[src/rtl/cg_memory_arbiter.sv]
// Round-robin arbiter funnelling NUM_PORTS read/write requesters onto one memory port.
// Read returns are steered back to their requester through an in-order route FIFO.
module cg_memory_arbiter #(
    parameter int unsigned DATA_WIDTH      = 32,
    parameter int unsigned ADDR_WIDTH      = 32,
    parameter int unsigned NUM_PORTS       = 4,
    parameter int unsigned MAX_OUTSTANDING = 4
) (
    input  logic                              i_clk,
    input  logic                              i_rstn,
    input  logic [NUM_PORTS-1:0]              s_raddr_valid,
    output logic [NUM_PORTS-1:0]              s_raddr_ready,
    input  logic [NUM_PORTS*ADDR_WIDTH-1:0]   s_raddr,
    output logic [NUM_PORTS-1:0]              s_rdata_valid,
    input  logic [NUM_PORTS-1:0]              s_rdata_ready,
    output logic [DATA_WIDTH-1:0]             s_rdata,
    input  logic [NUM_PORTS-1:0]              s_wdata_valid,
    output logic [NUM_PORTS-1:0]              s_wdata_ready,
    input  logic [NUM_PORTS-1:0]              s_wen,
    input  logic [NUM_PORTS*ADDR_WIDTH-1:0]   s_waddr,
    input  logic [NUM_PORTS*DATA_WIDTH-1:0]   s_wdata,
    output logic                              m_raddr_valid,
    input  logic                              m_raddr_ready,
    output logic [ADDR_WIDTH-1:0]             m_raddr,
    input  logic                              m_rdata_valid,
    output logic                              m_rdata_ready,
    input  logic [DATA_WIDTH-1:0]             m_rdata,
    output logic                              m_wdata_valid,
    input  logic                              m_wdata_ready,
    output logic                              m_wen,
    output logic [ADDR_WIDTH-1:0]             m_waddr,
    output logic [DATA_WIDTH-1:0]             m_wdata,
    output logic [$clog2(MAX_OUTSTANDING):0]  o_outstanding
);
    localparam int unsigned PW = $clog2(NUM_PORTS);
    localparam int unsigned QW = $clog2(MAX_OUTSTANDING);
    localparam int unsigned CW = QW + 1;

    logic [ADDR_WIDTH-1:0] raddr_arr [NUM_PORTS];
    logic [ADDR_WIDTH-1:0] waddr_arr [NUM_PORTS];
    logic [DATA_WIDTH-1:0] wdata_arr [NUM_PORTS];

    for (genvar k = 0; k < NUM_PORTS; k++) begin : g_unpack
        assign raddr_arr[k] = s_raddr[k*ADDR_WIDTH +: ADDR_WIDTH];
        assign waddr_arr[k] = s_waddr[k*ADDR_WIDTH +: ADDR_WIDTH];
        assign wdata_arr[k] = s_wdata[k*DATA_WIDTH +: DATA_WIDTH];
    end

    // First requester at or after ptr, wrapping; falls back to ptr when nobody requests.
    function automatic logic [PW-1:0] rr_pick(input logic [NUM_PORTS-1:0] req,
                                              input logic [PW-1:0]        ptr);
        logic [PW-1:0] pick;
        logic          found;
        int unsigned   idx;
        pick  = ptr;
        found = 1'b0;
        for (int unsigned i = 0; i < NUM_PORTS; i++) begin
            idx = 32'(ptr) + i;
            if (idx >= NUM_PORTS) idx = idx - NUM_PORTS;
            if (!found && req[idx[PW-1:0]]) begin
                found = 1'b1;
                pick  = idx[PW-1:0];
            end
        end
        return pick;
    endfunction

    logic [PW-1:0] rd_ptr, rd_lock_port, rd_grant;
    logic [PW-1:0] wr_ptr, wr_lock_port, wr_grant;
    logic          rd_lock, wr_lock, rd_hs, wr_hs, rd_pop;

    logic [PW-1:0] route_mem [MAX_OUTSTANDING];
    logic [QW-1:0] route_wr, route_rd;
    logic [CW-1:0] route_cnt;
    logic          route_full, route_empty;
    logic [PW-1:0] route_head;

    always_comb begin
        route_full  = (route_cnt == CW'(MAX_OUTSTANDING));
        route_empty = (route_cnt == '0);
        route_head  = route_mem[route_rd];

        // A stalled request keeps its grant so m_raddr stays stable until accepted.
        rd_grant = (rd_lock && s_raddr_valid[rd_lock_port]) ? rd_lock_port
                                                            : rr_pick(s_raddr_valid, rd_ptr);
        m_raddr_valid = i_rstn & (|s_raddr_valid) & ~route_full;
        m_raddr       = raddr_arr[rd_grant];
        s_raddr_ready = '0;
        s_raddr_ready[rd_grant] = i_rstn & m_raddr_ready & ~route_full;
        rd_hs = m_raddr_valid & m_raddr_ready;

        s_rdata       = m_rdata;
        s_rdata_valid = '0;
        s_rdata_valid[route_head] = i_rstn & m_rdata_valid & ~route_empty;
        m_rdata_ready = i_rstn & ~route_empty & s_rdata_ready[route_head];
        rd_pop        = m_rdata_valid & m_rdata_ready;

        wr_grant = (wr_lock && s_wdata_valid[wr_lock_port]) ? wr_lock_port
                                                            : rr_pick(s_wdata_valid, wr_ptr);
        m_wdata_valid = i_rstn & (|s_wdata_valid);
        m_wen         = s_wen[wr_grant];
        m_waddr       = waddr_arr[wr_grant];
        m_wdata       = wdata_arr[wr_grant];
        s_wdata_ready = '0;
        s_wdata_ready[wr_grant] = i_rstn & m_wdata_ready;
        wr_hs = m_wdata_valid & m_wdata_ready;
    end

    assign o_outstanding = route_cnt;

    always_ff @(posedge i_clk or negedge i_rstn) begin
        if (!i_rstn) begin
            rd_ptr       <= '0;
            wr_ptr       <= '0;
            rd_lock      <= 1'b0;
            wr_lock      <= 1'b0;
            rd_lock_port <= '0;
            wr_lock_port <= '0;
            route_wr     <= '0;
            route_rd     <= '0;
            route_cnt    <= '0;
        end else begin
            if (rd_hs) begin
                rd_ptr  <= (rd_grant == PW'(NUM_PORTS - 1)) ? '0 : rd_grant + 1'b1;
                rd_lock <= 1'b0;
            end else if (m_raddr_valid) begin
                rd_lock      <= 1'b1;
                rd_lock_port <= rd_grant;
            end else begin
                rd_lock <= 1'b0;
            end

            if (wr_hs) begin
                wr_ptr  <= (wr_grant == PW'(NUM_PORTS - 1)) ? '0 : wr_grant + 1'b1;
                wr_lock <= 1'b0;
            end else if (m_wdata_valid) begin
                wr_lock      <= 1'b1;
                wr_lock_port <= wr_grant;
            end else begin
                wr_lock <= 1'b0;
            end

            if (rd_hs)  route_wr <= route_wr + 1'b1;
            if (rd_pop) route_rd <= route_rd + 1'b1;
            case ({rd_hs, rd_pop})
                2'b10:   route_cnt <= route_cnt + 1'b1;
                2'b01:   route_cnt <= route_cnt - 1'b1;
                default: route_cnt <= route_cnt;
            endcase
        end
    end

    always_ff @(posedge i_clk) begin
        if (rd_hs) route_mem[route_wr] <= rd_grant;
    end

endmodule

[config.mk]
export PLATFORM = sky130hd
export DESIGN_NAME = cg_memory_arbiter
export DESIGN_NICKNAME = d
export VERILOG_FILES = /design/src/rtl/cg_memory_arbiter.sv
export SDC_FILE = /design/constraint.sdc
export NUM_CORES = 1
export LEC_CHECK = 0
export CAP_MARGIN = 20
export CORE_AREA = 2 2 227 229
export DETAILED_ROUTE_END_ITERATION = 10
export DIE_AREA = 0 0 229 231
export GPL_TIMING_DRIVEN = 0
export PLACE_DENSITY = 0.46
export SYNTH_ARGS = -nofsm -noshare
export SYNTH_HDL_FRONTEND = slang
export SYNTH_SLANG_ARGS = --single-unit
[constraint.sdc]
create_clock -name i_clk -period 5.5 [get_ports i_clk]
set_clock_uncertainty 0.1 [all_clocks]
set_input_delay 0.825 -clock i_clk [delete_from_list [all_inputs] [get_ports i_clk]]
set_output_delay 0.825 -clock i_clk [all_outputs]
set_load 0.02 [all_outputs]
==> results.md, run 1 <==
* Outcome: complete, no violations
* Later-pin clock latency in the skew report at 0.26 ns
* Total grt overflow at 0
* Area of the die at 52,900 µm²
* Vias at 11.9k
* Initial core utilization at 0.159
* Drt total wl at 52,500 µm
* Net Sw Frac at 0.524
* Routability cong. at 0.948
* Seq cells post-synth at 25
* Worst vdd ir at 0.000261 V
* Post-synth top flop: dfrtp_1
* Synthesized instance count at 1,215
* Crit path required time at 4.58 ns
* First-pass GRT wire length at 76,000 µm
* HPWL reported at the end of detailed placement at 44,500 µm
* CTS tree: yes
* Num CTS Buffers at 3
* Post-DP Area at 14,400 µm²
* Seq/Total Area, Yosys at 0.0826
* Cell Rows at 83
* Max stage delay on crit path at 0.65 ns
* Top-area cell type share of the netlist area at 0.185
* Final setup vio count at 0
* Crit path launch type: primary input
* Internal power at 2.67 mW
* Max Cap Viol at 0
* Syn_nets at 1,666
* Crit path cell chain: clkdlybuf4s50_1 > nor4b_1 > o21bai_1 > clkbuf_1 > clkbuf_1 > nand2_1 > o221ai_1 > mux2_2 > clkdlybuf4s50_1
* Fmax achieved at 191 MHz
* Layout cell share with drive strength beyond 1 at 0.0864
* Total net switching power at 2.94 mW
* Pwr dens at 386 nW/µm²
* Post-CTS Resized at 0
* Die width at 229 µm
* CP Capture Type: primary output
* Placed cells at 2,446
* Synth unique cells at 51
* Final hold viol count at 0
* Initial DRC count at 726
* DR WL/cell at 21.4 µm
* Fill count at 5,592
* Synth top area cells: nand2_1 18%, o221ai_1 14%, mux2_2 9.5%, a311oi_1 7.1%, a41oi_1 7.0%
* GRT Util Overall at 0.185
* WP buf/inv at 4
* DRC at 0
* Sequential power share at 0.061
* Crit-path max FO at 10
* Crit path kind: in2out
* Clk buf depth at 2
* Unrepaired setup endpoints after global routing: no
* Clk sinks at 25
* Hold crit path type: reg2reg
* Final ANT Viol Nets at 0
* Post-CTS Hold Fix Bufs at 0
* Clock share of power at 0.029
* Nets at 2,222
* Pre-Repair DR Iteration Count at 6
* Design Area, Final at 14,500 µm²
* Layout Cells excl Fill at 2,457
* Period minus WS final at 5.23 ns
* Via/cell ratio at 4.83
* Max_slew headroom at 0.412
* Yosys top cell by area: nand2_1
* Clk slew on worst S/H paths at 0.06 ns
* Vias in the first global route at 11.8k
* Port bufs at 550
* Root Driver: clkbuf_16
* EDFF count, synth at 8
* Period utilization at 0.951
* Most frequent cell after synthesis: nand2_1
* Htree depth at 1
* Pin count of the biggest net entering global routing at 27
* Die Y at 231 µm
* Setup TNS at 0 ns
* Commonest cells in the netlist: 397 x nand2_1, 132 x o221ai_1, 97 x clkbuf_1
* Syn Area/Cell at 6.63 µm²
* Core region area at 50,700 µm²
* P&R area growth vs syn at 80.4%
* Asr flop ratio synth at 0.680
* Antenna violations before repair at 11
* WP data arrival at 4.31 ns
* IO Count at 584
* Leakage Power at 5.54 nW
* Top delay family on crit path: buffers and inverters
* Total power at 5.61 mW
* Final Max Slew Viols at 0
* Yosys warns at 0
* Critical path's slowest cell: clkbuf_1
* Combinational fraction of design power at 0.910
* Postcts setup bufs at 0
* Mapped cell area at 8060 µm²
* Worst Max-Slew Pin Slew at 0.879 ns
[through the flow]
| step | hold WS, ns | worst slack (ns) | util |
|---|---|---|---|
| floorplan | 0.381 | 2.01 | - |
| global placement | 0.405 | 0.128 | 0.284 |
| detailed placement | 0.413 | 0.103 | 0.284 |
| CTS | 0.425 | 0.0923 | 0.286 |
| global route | 0.433 | 0.0886 | 0.287 |
| finish | 0.418 | 0.268 | 0.287 |
[layout by cell type (no fill, tap or decap), types with 3 or more instances in the layout]
master           instances
mux2i_1                 39
mux2_2                  68
mux2_1                   4
and3_1                  11
xor2_1                   3
clkbuf_1                97
a41oi_1                 64
o221ai_1               132
buf_1                   10
ha_1                    13
clkbuf_16                3
o21ai_0                 69
and2_1                  68
clkdlybuf4s50_1        550
a311oi_1                65
inv_1                   16
buf_2                   39
mux4_2                   3
edfxtp_1                 8
nand2_1                397
nor2b_1                  5
dfrtp_1                 17
nor2_1                  14
xnor2_1                  3
buf_4                   33
diode_2                  7
[power by group through the flow]
stage / combinational (mW) / clock (mW) / sequential, mW
2_1_floorplan: 2.89 / 0 / 0.332
6_report: 5.10 / 0.161 / 0.342
5_1_grt: 5.45 / 0.172 / 0.355
3_5_place_dp: 5.10 / 0 / 0.349
3_3_place_gp: 5.09 / 0 / 0.348
4_1_cts: 5.13 / 0.167 / 0.346
[state kept, by name (all words and copies together) (netlist names)]
name,cells
rd_lock_port,2
rd_ptr,2
route_rd,2
rd_lock,1
wr_ptr,2
wr_lock,1
route_wr,2
o_outstanding,3
route_mem,8
wr_lock_port,2
[logic make-up after synthesis]
group           after synthesis  synth area share
buf+inv                     196             0.114
compound gates              346             0.340
xor+xnor                      6           0.00652
flops                        25            0.0826
mux                         115             0.159
simple gates                513             0.274
fa+ha+maj                    14            0.0227
[layout make-up]
class	count	area, µm²	area share
multi-input cells	994	6470	0.445
diodes	7	17.5	0.00120
flip-flops and latches	25	666	0.0458
plain buffers	179	858	0.0590
clock buffers	4	78.8	0.00542
repair buffers	552	5540	0.381
inverters	16	60.1	0.00413
well taps	680	851	0.0585
[worst paths after layout]
kind                                       start          endpoint  depth (start not counted)  slack [ns]
worst max-delay path            s_wdata_valid[1]        m_waddr[8]                          9        0.27
worst min-delay path            o_outstanding[2]  o_outstanding[2]                          1        0.42
worst max register to register   rd_lock_port[0]         rd_ptr[1]                          9        2.34
worst min register to register  o_outstanding[2]  o_outstanding[2]                          1        0.42
max in group asynchronous                 i_rstn         rd_ptr[0]                          2        4.19
min in group asynchronous                 i_rstn  o_outstanding[2]                          1        0.72
[routing by layer]
layer / track usage / share of wire / up-vias
li1: - / - / 5640
met1: 0.209 / 0.39 / 5650
met2: 0.350 / 0.52 / 537
met3: 0.0353 / 0.069 / 46
met4: 0.0491 / 0.023 / 6
met5: 0 / 0.00076 / -
Note: power is estimated with default switching activity, not from simulation.
==> run 2, diff against run 1 <==
--- a/config.mk
+++ b/config.mk
@@ -6,11 +6,14 @@
 export NUM_CORES = 1
 export LEC_CHECK = 0
 export CAP_MARGIN = 20
-export CORE_AREA = 2 2 227 229
+export CELL_PAD_IN_SITES_DETAIL_PLACEMENT = 0
+export CELL_PAD_IN_SITES_GLOBAL_PLACEMENT = 2
+export CORE_AREA = 2 2 228 230
 export DETAILED_ROUTE_END_ITERATION = 10
-export DIE_AREA = 0 0 229 231
+export DIE_AREA = 0 0 230 232
 export GPL_TIMING_DRIVEN = 0
-export PLACE_DENSITY = 0.46
+export PLACE_DENSITY = 0.82
+export RECOVER_POWER = 100
 export SYNTH_ARGS = -nofsm -noshare
 export SYNTH_HDL_FRONTEND = slang
 export SYNTH_SLANG_ARGS = --single-unit
==> results.md, run 2 (synthesis results as in run 1) <==
* Outcome: complete, no violations
* Nets at 2,222 (unchanged)
* Leakage Power at 5.62 nW (+1.5%)
* Initial DRC count at 611 (-16%)
* Crit-path max FO at 10 (unchanged)
* Place WS at -0.218 ns (-0.321 ns)
* First-pass GRT wire length at 73,800 µm (-2.9%)
* Fmax achieved at 189 MHz (-0.99%)
* Root Driver: clkbuf_16
* Final hold viol count at 0 (unchanged)
* Fill count at 5,520 (-1.3%)
* DR WL/cell at 20.8 µm (-2.5%)
* Total grt overflow at 0 (unchanged)
* Port bufs at 550 (unchanged)
* Vias in the first global route at 11.8k (-0.41%)
* Max_slew headroom at 0.235 (-0.177)
* Final worst setup slack at 0.215 ns (-0.0521 ns)
* Crit path kind: in2out
* Clk slew on worst S/H paths at 0.06 ns (about the same)
* Layout cell share with drive strength beyond 1 at 0.0864 (unchanged)
* Htree depth at 1 (unchanged)
* Later-pin clock latency in the skew report at 0.26 ns (about the same)
* Largest register by flop count: route_mem
* Hold crit path type: reg2reg
* CTS tree: yes
* HPWL reported at the end of detailed placement at 43,000 µm (-3.4%)
* Antenna violations before repair at 12 (+1)
* Max Cap Viol at 0 (unchanged)
* Placed cells at 2,445 (-0.041%)
* Core region area at 50,900 µm² (+0.41%)
* Clk buf depth at 2 (unchanged)
* Crit path launch type: primary input
* Period minus WS final at 5.28 ns (+0.0521 ns)
* Final setup vio count at 0 (unchanged)
* CP Capture Type: primary output
* IO Count at 584 (unchanged)
* Final ANT Viol Nets at 0 (unchanged)
* Worst Max-Slew Pin Slew at 1.15 ns (+0.268 ns)
* Crit path required time at 4.58 ns (about the same)
* Most common cell after layout, fill and taps aside: clkdlybuf4s50_1
* P&R area growth vs syn at 80.1%
* Num CTS Buffers at 3 (unchanged)
* Final Max Slew Viols at 0 (unchanged)
* Pre-Repair DR Iteration Count at 5 (-1)
* Cell Rows at 83 (unchanged)
* DRC at 0 (unchanged)
* Most frequent cells in the layout: 411 x clkdlybuf4s50_1, 397 x nand2_1, 139 x dlygate4sd3_1, 132 x o221ai_1, 98 x clkbuf_1
* Unrepaired setup endpoints after global routing: no
* Routability cong. at 0.904 (-4.6%)
* Pin count of the biggest net entering global routing at 27 (unchanged)
* Period utilization at 0.961 (+0.00948)
* Via/cell ratio at 4.85 (+0.25%)
* Drt total wl at 51,200 µm (-2.6%)
* Clk sinks at 25 (unchanged)
* Post-CTS Hold Fix Bufs at 0 (unchanged)
* Initial core utilization at 0.158 (-0.000649)
* Max FFs per register at 8 (unchanged)
* GRT Util Overall at 0.178 (-0.00648)
* Die Y at 232 µm (+0.43%)
* Area of the die at 53,400 µm² (+0.87%)
* Die width at 230 µm (+0.44%)
* Layout Cells excl Fill at 2,455 (-0.081%)
* Vias at 11.9k (+0.17%)
* Worst vdd ir at 0.000275 V (+5.3%)
* Pwr dens at 372 nW/µm² (-3.6%)
* Total power at 5.39 mW (-3.8%)
* WP data arrival at 4.36 ns (+0.05 ns)
## run 2: cell count changes in the layout (fill, tap and decap cells not counted)
cell             previous run  this run
clkdlybuf4s50_1           550       411
dlygate4sd3_1               0       139
and2_0                      0         4
and2_1                     68        64
buf_2                      39        36
clkbuf_2                    0         3
diode_2                     7         5
buf_1                      10         9
buf_16                      1         0
clkbuf_1                   97        98
clkinv_2                    0         1
## run 2: metal layers
layer / vias up / wire, µm / GRT usage
met5: - / 58 / 0
met4: 8 / 1020 / 0.0377
met3: 57 / 4120 / 0.0409
met2: 565 / 26600 / 0.344
met1: 5634 / 19300 / 0.196
li1: 5635 / - / -
## run 2: power breakdown
part / leakage (nW) / internal, mW / switching (mW)
Clock: 0.0409 / 0.0979 / 0.0633
Combinational: 5.31 / 2.13 / 2.77
Sequential: 0.276 / 0.267 / 0.0662
## run 2: worst paths after layout
path / from / to / slack, ns / depth (start not counted)
max: s_wdata_valid[3] / m_waddr[31] / 0.22 / 9
min: o_outstanding[0] / o_outstanding[0] / 0.42 / 1
max reg2reg: rd_lock / rd_ptr[1] / 2.06 / 9
min reg2reg: o_outstanding[0] / o_outstanding[0] / 0.42 / 1
max in group asynchronous: i_rstn / route_rd[1] / 3.30 / 2
min in group asynchronous: i_rstn / o_outstanding[0] / 0.72 / 1
## run 2: area by class of cell
| class | count | area (µm²) | share of cell area |
|---|---|---|---|
| clock inverter | 1 | 5.00 | 0.000345 |
| buffer | 180 | 863 | 0.0595 |
| sequential | 25 | 666 | 0.0459 |
| antenna | 5 | 12.5 | 0.000862 |
| multi-input combinational | 994 | 6470 | 0.446 |
| timing repair buffer | 551 | 5510 | 0.380 |
| tap | 680 | 851 | 0.0586 |
| inverter | 16 | 60.1 | 0.00414 |
| clock buffer | 3 | 75.1 | 0.00517 |
## run 2: what timing repair did
action	CTS	global route
setup buffers	0	0
resized for setup	2	0
setup endpoints to repair	6	0
## run 2: metrics by stage
stage | TNS (ns) | hold WS [ns] | cell area [µm²] | util
after global placement | -0.171 | 0.404 | 14400 | 0.283
after CTS | 0 | 0.426 | 14500 | 0.285
final | 0 | 0.417 | 14500 | 0.285
after floorplan | 0 | 0.381 | 8060 | -
after global routing | 0 | 0.444 | 14500 | 0.285
after detailed placement | -0.280 | 0.413 | 14400 | 0.283
## run 2: critical path, stage by stage
cell,delay (ns)
clkdlybuf4s50_1,0.53
mux2_2,0.33
nand3_1,0.36
clkbuf_2,0.41
clkbuf_1,0.50
nand2_1,0.10
o221ai_1,0.36
mux2_2,0.31
clkdlybuf4s50_1,0.63
==> run 3, diff against run 2 <==
--- a/config.mk
+++ b/config.mk
@@ -5,14 +5,16 @@
 export SDC_FILE = /design/constraint.sdc
 export NUM_CORES = 1
 export LEC_CHECK = 0
+export ABC_AREA = 1
 export CAP_MARGIN = 20
 export CELL_PAD_IN_SITES_DETAIL_PLACEMENT = 0
 export CELL_PAD_IN_SITES_GLOBAL_PLACEMENT = 2
-export CORE_AREA = 2 2 228 230
+export CORE_AREA = 2 2 229 231
+export CTS_CLUSTER_SIZE = 28
 export DETAILED_ROUTE_END_ITERATION = 10
-export DIE_AREA = 0 0 230 232
-export GPL_TIMING_DRIVEN = 0
-export PLACE_DENSITY = 0.82
+export DIE_AREA = 0 0 231 233
+export GPL_TIMING_DRIVEN = 1
+export PLACE_DENSITY = 0.85
 export RECOVER_POWER = 100
 export SYNTH_ARGS = -nofsm -noshare
 export SYNTH_HDL_FRONTEND = slang
==> results.md, run 3 <==
* Outcome: complete, no violations
* Htree depth at 1 (unchanged)
* Pin count of the biggest net entering global routing at 131 (+390%)
* Antenna violations before repair at 13 (+1)
* Final setup vio count at 0 (unchanged)
* Synth top area cells: nand2_1 38%, nand3_1 21%, inv_1 9.7%, dfrtp_1 6.4%, buf_4 5.2%
* DRC at 0 (unchanged)
* Crit path launch type: primary input
* Post-DP Area at 12,200 µm² (-16%)
* Top Usage Layer GRT: met2
* Worst vdd ir at 0.000611 V (+120%)
* Final worst setup slack at 0.410 ns (+0.195 ns)
* Crit path kind: in2out
* CTS tree: yes
* Clk buf depth at 2 (unchanged)
* Final ANT Viol Nets at 0 (unchanged)
* Postcts setup bufs at 0 (unchanged)
* Final hold viol count at 0 (unchanged)
* Fmax achieved at 196 MHz (+3.8%)
* Crit-path max FO at 53 (+43)
* Post-Route Utilization at 0.239 (-0.0464)
* Total grt overflow at 0 (unchanged)
* Later-pin clock latency in the skew report at 0.27 ns (about the same)
* Final Max Slew Viols at 0 (unchanged)
* Synthesized instance count at 1,368 (+13%)
* Placed cells at 2,464 (+0.78%)
* Pwr dens at 759 nW/µm² (+100%)
* Area of the die at 53,800 µm² (+0.87%)
* Crit-path most repeated cell: nand2_1
* Seq/Total Area, Yosys at 0.0996 (+0.0170)
* Clock share of power at 0.018 (-0.012)
* Root Driver: clkbuf_16
* Total power at 9.25 mW (+72%)
* WHS at 0.434 ns (+0.0172 ns)
* Met2 Resource Use GR at 0.270 (-0.0739)
* Pre-Repair DR Iteration Count at 7 (+2)
* Nets at 2,240 (+0.81%)
* Net Sw Frac at 0.620 (+0.0818)
* Asr flop ratio synth at 0.680 (unchanged)
* HPWL reported at the end of detailed placement at 33,600 µm (-22%)
* Layout cell share with drive strength beyond 1 at 0.0224 (-0.0641)
* Most frequent cell after synthesis: nand2_1
* Unrepaired setup endpoints after global routing: no
* Drt total wl at 40,600 µm (-21%)
* Crit path cell chain: dlygate4sd3_1 > nand2_1 > nand3_1 > nand2_1 > nand3_1 > nand2_1 > nand2_1 > nand3_4 > nand2_4 > buf_12 > nand2_1 > nand2_1 > nand2_1 > nand2_1 > dlygate4sd3_1
* Sequential power share at 0.040 (-0.022)
* Seq cells post-synth at 25 (unchanged)
* Period utilization at 0.925 (-0.0354)
* Max FFs per register at 8 (unchanged)
* Post-synth top flop: dfrtp_1
* WP data arrival at 4.16 ns (-0.20 ns)
* Initial DRC count at 438 (-28%)
* DR WL/cell at 16.4 µm (-21%)
* Most common cell after layout, fill and taps aside: nand2_1
* Core region area at 51,100 µm² (+0.41%)
* Vias in the first global route at 9,960 (-15%)
* Syn_nets at 1,819 (+9.2%)
* Leakage Power at 6.29 nW (+12%)
* Vias at 9,925 (-17%)
* Yosys top cell by area: nand2_1
* Period minus WS final at 5.09 ns (-0.195 ns)
* Met3 global-route usage at 0.0377 (-0.00314)
* Fill count at 5,907 (+7.0%)
* IO Count at 584 (unchanged)
* GRT Util Overall at 0.142 (-0.0356)
* Max stage delay on crit path at 0.72 ns (+0.09 ns)
* Die width at 231 µm (+0.43%)
* Setup TNS at 0 ns (unchanged)
* Crit path required time at 4.58 ns (about the same)
* Total net switching power at 5.74 mW (+98%)
* Critical path's slowest cell: dlygate4sd3_1
* Clk sinks at 25 (unchanged)
* Max_slew headroom at 0.249 (+0.0139)
* Post-CTS Resized at 0 (-2)
* Mapped cell area at 6680 µm² (-17%)
* Internal power at 3.51 mW (+41%)
* Design Area, Final at 12,200 µm² (-16%)
* Post-CTS Hold Fix Bufs at 0 (unchanged)
* Die Y at 233 µm (+0.43%)
* EDFF count, synth at 8 (unchanged)
* Worst Max-Slew Pin Slew at 1.13 ns (-0.0208 ns)
* Most frequent cells in the layout: 671 x nand2_1, 407 x clkdlybuf4s50_1, 281 x nand3_1, 173 x inv_1, 107 x dlygate4sd3_1
* Place WS at 0.529 ns (+0.747 ns)
* Cell Rows at 83 (unchanged)
* Syn Area/Cell at 4.88 µm² (-26%)
* Commonest cells in the netlist: 670 x nand2_1, 280 x nand3_1, 173 x inv_1
* Top-area cell type share of the netlist area at 0.376 (+0.191)
* Combinational fraction of design power at 0.941 (+0.033)
* P&R area growth vs syn at 82.6%
* Port bufs at 519 (-5.6%)
* Clk slew on worst S/H paths at 0.07 ns (about the same)
* Routability cong. at 0.906 (+0.30%)
* Via/cell ratio at 4.00 (-17%)
* Synth unique cells at 35 (-31%)
* Initial core utilization at 0.131 (-0.0276)
* CP Capture Type: primary output
* First-pass GRT wire length at 58,600 µm (-21%)
* Num CTS Buffers at 3 (unchanged)
* Met1 Usage GRT at 0.145 (-0.0514)
* Largest register by flop count: route_mem
* Max Cap Viol at 0 (unchanged)
* Layout Cells excl Fill at 2,479 (+0.98%)
* Hold crit path type: reg2reg
* Yosys warns at 0 (unchanged)
==> run 3: cell type report <==
class | instances | area, µm² | area share
Clock buffer | 3 | 75.1 | 0.00615
Inverter | 180 | 676 | 0.0554
Sequential cell | 25 | 666 | 0.0546
Multi-Input combinational cell | 1043 | 4560 | 0.374
Clock inverter | 1 | 7.51 | 0.000615
Tap cell | 680 | 851 | 0.0698
Antenna cell | 11 | 27.5 | 0.00226
Timing Repair Buffer | 536 | 5340 | 0.437
==> run 3: worst max-delay path, delay by kind of cell <==
family                 cells  cell delay, ns
buffers and inverters      3            1.65
and+or+nand+nor           12            1.64
==> run 3: logic make-up (layout without fill, tap and decap cells) <==
group | after synthesis | after routing | share of synthesized area
AND/OR/NAND/NOR | 997 | 997 | 0.626
AO/OA/AOI/OAI | 28 | 28 | 0.0232
other | 0 | 11 | 0
adder cells (fa/ha/maj) | 14 | 14 | 0.0273
buffers and inverters | 300 | 720 | 0.219
flip-flops | 25 | 25 | 0.0996
XOR/XNOR | 4 | 4 | 0.00524
==> run 3: power by group through the flow <==
stage	combinational [mW]	clock, mW	sequential, mW
2_1_floorplan	5.66	0	0.341
3_3_place_gp	9.33	0	0.375
3_5_place_dp	9.29	0	0.378
4_1_cts	9.34	0.177	0.374
5_1_grt	9.60	0.186	0.388
6_report	8.71	0.171	0.374
==> run 3: worst paths after layout <==
path,from,endpoint,slack (ns),cells after the start
min in group asynchronous,i_rstn,rd_lock_port[0],1.26,2
max in group asynchronous,i_rstn,wr_lock_port[0],3.36,2
max,s_wdata_valid[3],m_wdata[19],0.41,15
min reg2reg,o_outstanding[0],o_outstanding[0],0.43,1
max reg2reg,route_rd[0],o_outstanding[2],2.16,16
min,o_outstanding[0],o_outstanding[0],0.43,1
==> run 3: routing by layer <==
metal,part of all wire,wire length (µm)
met4,0.034,1380
met2,0.52,21300
met5,0,0
met3,0.089,3600
met1,0.35,14300
